[src/rtl/pio_gen_pkg.sv]
// rtl/pio_gen_pkg.sv - shared register map and edge-type encodings for pio_gen
package pio_gen_pkg;

    localparam logic [2:0] ADDR_DATA    = 3'd0;
    localparam logic [2:0] ADDR_DOUT    = 3'd1;
    localparam logic [2:0] ADDR_IRQMASK = 3'd2;
    localparam logic [2:0] ADDR_EDGECAP = 3'd3;
    localparam logic [2:0] ADDR_OUTSET  = 3'd4;
    localparam logic [2:0] ADDR_OUTCLR  = 3'd5;

    localparam int EDGE_RISE = 0;
    localparam int EDGE_FALL = 1;
    localparam int EDGE_ANY  = 2;

endpackage

[src/rtl/pio_sync_edge.sv]
// rtl/pio_sync_edge.sv - input synchroniser, history flop and per-bit edge detect
module pio_sync_edge
    import pio_gen_pkg::*;
#(
    parameter int WIDTH       = 8,
    parameter int SYNC_STAGES = 2,
    parameter int EDGE_TYPE   = EDGE_RISE
) (
    input  logic             clk,
    input  logic             reset_n,
    input  logic [WIDTH-1:0] in_port,
    output logic [WIDTH-1:0] sync_out,
    output logic [WIDTH-1:0] detect
);

    localparam logic [2:0] FILL = 3'(SYNC_STAGES + 1);

    logic [WIDTH-1:0] r_sync [SYNC_STAGES];
    logic [WIDTH-1:0] r_hist;
    logic [2:0]       r_fill;
    logic             w_armed;
    logic [WIDTH-1:0] w_last;
    logic [WIDTH-1:0] w_edge;

    always_ff @(posedge clk or negedge reset_n) begin
        if (!reset_n) begin
            for (int i = 0; i < SYNC_STAGES; i++) r_sync[i] <= '0;
            r_hist <= '0;
            r_fill <= '0;
        end else begin
            r_sync[0] <= in_port;
            for (int i = 1; i < SYNC_STAGES; i++) r_sync[i] <= r_sync[i-1];
            r_hist <= r_sync[SYNC_STAGES-1];
            if (!w_armed) r_fill <= r_fill + 3'd1;
        end
    end

    // Detection stays off until the synchroniser and history have refilled after reset.
    assign w_armed  = (r_fill == FILL);
    assign w_last   = r_sync[SYNC_STAGES-1];
    assign sync_out = w_last;

    always_comb begin
        w_edge = w_last & ~r_hist;
        case (EDGE_TYPE)
            EDGE_FALL: w_edge = ~w_last & r_hist;
            EDGE_ANY:  w_edge = w_last ^ r_hist;
            default:   w_edge = w_last & ~r_hist;
        endcase
    end

    assign detect = w_armed ? w_edge : '0;

endmodule

[src/rtl/pio_gen.sv]
// rtl/pio_gen.sv - Avalon parallel I/O port with edge capture and masked interrupt
module pio_gen
    import pio_gen_pkg::*;
#(
    parameter int          WIDTH       = 8,
    parameter logic [31:0] RESET_VALUE = 32'd0,
    parameter int          EDGE_TYPE   = EDGE_RISE,
    parameter int          SYNC_STAGES = 2
) (
    input  logic             clk,
    input  logic             reset_n,
    input  logic [2:0]       address,
    input  logic             chipselect,
    input  logic             write_n,
    input  logic [WIDTH-1:0] writedata,
    output logic [WIDTH-1:0] readdata,
    input  logic [WIDTH-1:0] in_port,
    output logic [WIDTH-1:0] out_port,
    output logic             irq
);

    logic [WIDTH-1:0] r_data_out;
    logic [WIDTH-1:0] r_irq_mask;
    logic [WIDTH-1:0] r_edge_capture;
    logic [WIDTH-1:0] w_sync;
    logic [WIDTH-1:0] w_detect;
    logic [WIDTH-1:0] w_clr;
    logic             w_wr;

    pio_sync_edge #(
        .WIDTH       (WIDTH),
        .SYNC_STAGES (SYNC_STAGES),
        .EDGE_TYPE   (EDGE_TYPE)
    ) u_sync_edge (
        .clk      (clk),
        .reset_n  (reset_n),
        .in_port  (in_port),
        .sync_out (w_sync),
        .detect   (w_detect)
    );

    assign w_wr  = chipselect & ~write_n;
    assign w_clr = (w_wr && address == ADDR_EDGECAP) ? writedata : '0;

    always_ff @(posedge clk or negedge reset_n) begin
        if (!reset_n) begin
            r_data_out     <= RESET_VALUE[WIDTH-1:0];
            r_irq_mask     <= '0;
            r_edge_capture <= '0;
        end else begin
            if (w_wr) begin
                case (address)
                    ADDR_DATA:    r_data_out <= writedata;
                    ADDR_OUTSET:  r_data_out <= r_data_out | writedata;
                    ADDR_OUTCLR:  r_data_out <= r_data_out & ~writedata;
                    ADDR_IRQMASK: r_irq_mask <= writedata;
                    default:      ;
                endcase
            end
            // A new detect wins over a same-cycle clear of the same bit.
            r_edge_capture <= (r_edge_capture & ~w_clr) | w_detect;
        end
    end

    always_comb begin
        readdata = '0;
        case (address)
            ADDR_DATA:    readdata = w_sync;
            ADDR_DOUT:    readdata = r_data_out;
            ADDR_IRQMASK: readdata = r_irq_mask;
            ADDR_EDGECAP: readdata = r_edge_capture;
            default:      readdata = '0;
        endcase
    end

    assign out_port = r_data_out;
    assign irq      = |(r_edge_capture & r_irq_mask);

endmodule

[config.mk]
export PLATFORM = sky130hd
export DESIGN_NAME = pio_gen
export DESIGN_NICKNAME = d
export VERILOG_FILES = /design/src/rtl/pio_gen_pkg.sv /design/src/rtl/pio_sync_edge.sv /design/src/rtl/pio_gen.sv
export SDC_FILE = /design/constraint.sdc
export NUM_CORES = 1
export LEC_CHECK = 0
export CAP_MARGIN = 20
export CELL_PAD_IN_SITES_DETAIL_PLACEMENT = 0
export CELL_PAD_IN_SITES_GLOBAL_PLACEMENT = 1
export CORE_MARGIN = 2
export CORE_UTILIZATION = 42
export DETAILED_ROUTE_END_ITERATION = 12
export HOLD_SLACK_MARGIN = 0.12
export PLACE_DENSITY_LB_ADDON = 0.08
export SLEW_MARGIN = 10
export SYNTH_ARGS = -nofsm -noshare
export SYNTH_HDL_FRONTEND = slang
export SYNTH_SLANG_ARGS = --single-unit
export TNS_END_PERCENT = 100
[constraint.sdc]
create_clock -name clk -period 1.65 [get_ports clk]
set_clock_uncertainty 0.05 [all_clocks]
set_input_delay 0.33 -clock clk [delete_from_list [all_inputs] [get_ports clk]]
set_output_delay 0.33 -clock clk [all_outputs]
set_load 0.02 [all_outputs]
==> metrics.txt <==
Max FO, Critical Path=5; vias in the first global route=1693; Initial DRT Pass Iterations=4; Area Overhead vs Synth=46.4%; largest area contributor in the netlist=dfrtp_1; post-route ant nets=0; post-route clock period utilization=110%; Max transition margin=68.2%; Die X-Extent=75.8 um; initial antenna violation count=0; DRT Wirelength=5180 um; Max Clk Rate=553 MHz; Post-synth ARST share=100%; IO Port Bufs=39; worst setup margin=-0.157 ns; Post-DP Area=0.00295 mm2; number of vias per cell=5.07; part of the Yosys area used for sequential elements=59.0%; unrepaired setup endpoints after global routing=true; clk slew on worst S/H paths=about 0.08 ns; final setup fails=9; sw frac=a little over a quarter; CTS tree=done; most frequent cell after synthesis=dfrtp_1; CTS Root Cell=clkbuf_8; area share of the largest cell type after synthesis=about three fifths; Hold EP=u_sync_edge.sync_out[4]$_DFF_PN0_; #FFs+latches synth=51; Worst Hold Depth=0; library cells used by synthesis=26; Clk pwr share=20.8%; detailed-route wire length per cell=about 16 um; Ports=40; status=finished, violations left; detailed-route via count=1597; max-cap violation count=0; Hold Violations, Final=0; CP endpoint kind=output port; WHS=0.303 ns; row cnt=26; max-slew violation count=0; DP Wirelength=3580 um; syn_area_per_cell=14.7 um2; worst hold path class=flop to flop; Critical Path RT=between 1 and 1.5 ns; pin count of the biggest net entering global routing=52; Tot GR Track Use=slightly above 20%; final non-filler cell area=0.00317 mm2; EDFF count, synth=0; # DRC=0; RR Startpoint=u_sync_edge.r_fill[0]$_DFFE_PN0N_; die height=75.8 um; post-route minimum period=roughly 1.8 ns; diodes inserted=0; Worst VDD drop=0.000479 V; Seq pwr share=47.6%; Syn Nets=172; final global-route overflow total=0; first-pass GRT wire length=about 8400 um; Die ar.=0.00574 mm2; synth warn=0; Bufs on Longest Clock Path=2; Leakage=about 1.4 nW; crit start category=input pin; Critical Path AT=~1.4 ns; fin util=62.8%; layout cell share with drive strength beyond 1=48.2%; core area=a little over 0.005 mm2; P_int=2.24 mW; GPL Wtd Cong=0.847; CTS buffer count=5; dominant synthesized flop cell=dfrtp_1; failing checks=setup timing; worst r2r path cells=5; Setup CP Type=input pin to output port; CTS sink cnt=51; DRT iter0 DRCs=78; critical path startpoint=address[0]; synth cell count leaders=51 x dfrtp_1, 16 x nand2_1, 15 x o21ai_0, 9 x mux2_2; Clock Latency Late Sink=between 0.2 and 0.3 ns; FF-to-FF End=r_edge_capture[3]$_DFF_PN0_; mapped cell area=0.00216 mm2; Worst-Margin Slew=0.478 ns; Cells after Synth=147; worst hold path startpoint=u_sync_edge.r_sync[12]$_DFF_PN0_; Nets=between 200 and 300; fillers=424; power per standard cell area=972 mW/mm2; H-tree levels=2; logic gate share of total power=31.5%; switching power=0.834 mW; largest cells by area after synthesis=dfrtp_1 59%, mux4_1 4.9%, mux2_2 4.7%, and4bb_2 4.6%, mux4_2 4.2%; Reg2Reg Setup Slack=~0.2 ns; initial cell density of the core=42.9%
metrics by stage:
step	instances	setup TNS, ns	power (mW)	worst slack [ns]
2_1_floorplan	147	0	1.88	0.0850
3_3_place_gp	295	-20.11	2.39	-0.981
3_5_place_dp	295	-20.34	2.42	-0.993
4_1_cts	312	-1.46	3.10	-0.183
5_1_grt	315	-1.71	3.25	-0.213
6_report	315	-1.27	3.08	-0.157
flip-flops by register name, summed over array words and instances, names as in the netlist:
name	count
r_edge_capture	8
u_sync_edge.sync_out	8
r_irq_mask	8
u_sync_edge.r_sync	8
out_port	8
u_sync_edge.r_hist	8
u_sync_edge.r_fill	3
power by group through the flow:
stage | Sequential (mW) | Clock, mW | Combinational [mW]
global route | 1.48 | 0.724 | 1.05
CTS | 1.46 | 0.673 | 0.960
floorplan | 1.57 | 0 | 0.306
detailed placement | 1.48 | 0 | 0.937
global placement | 1.48 | 0 | 0.913
finish | 1.47 | 0.642 | 0.971
per-layer routing:
| metal | global-route usage [%] | vias up | share of wire [%] |
|---|---|---|---|
| met1 | 26.4 | 825 | 45 |
| met4 | 5.85 | 0 | 0.71 |
| met3 | 4.23 | 5 | 3.3 |
| li1 | - | 741 | - |
| met5 | 0 | - | 0 |
| met2 | 34.2 | 26 | 51 |
cells by family after synthesis:
family          synth area share, %
simple gates                   13.5
buf+inv                        2.66
mux                            14.2
xor+xnor                      0.405
compound gates                 9.19
flops                          59.0
fa+ha+maj                      1.16
repair_timing:
action | CTS | global route
buffers inserted | 10 | 3
hold buffers | 1 | 0
endpoints found under the setup margin | 41 | 16
pin swaps | 4 | 2
endpoints found under the hold margin | 51 | 0
gates resized for setup | 81 | 5
cell type report:
type,instances,area [um2],share of cell area [%]
Multi-Input combinational cell,87,881,27.8
Timing Repair Buffer,99,843,26.6
Sequential cell,51,1280,40.3
Clock buffer,6,72.6,2.29
Inverter,2,7.51,0.237
Tap cell,70,87.6,2.76
worst max-delay path by stage:
stage	end	slack (ns)	depth (start not counted)
after floorplan	readdata[3]	0.09	3
after global placement	readdata[2]	-0.98	4
after detailed placement	readdata[1]	-0.99	4
after CTS	readdata[3]	-0.18	3
after global routing	readdata[3]	-0.21	3
final	readdata[5]	-0.16	4
worst max-delay path, cell delays in order:
cell             delay, ns
clkdlybuf4s18_2       0.29
mux4_2                0.51
nor2b_1               0.14
buf_2                 0.15
layout by cell type (no fill, tap or decap), types with 5 or more instances in the layout:
master           instances
buf_4                   57
clkbuf_8                 5
nand2_1                 16
mux4_2                   8
dfrtp_1                 51
nor2b_4                  5
mux2_2                   7
dlygate4sd2_1            9
buf_6                    9
o21ai_0                 15
and4bb_2                 8
clkdlybuf4s50_1         18
(Power assumes the default switching activity.)
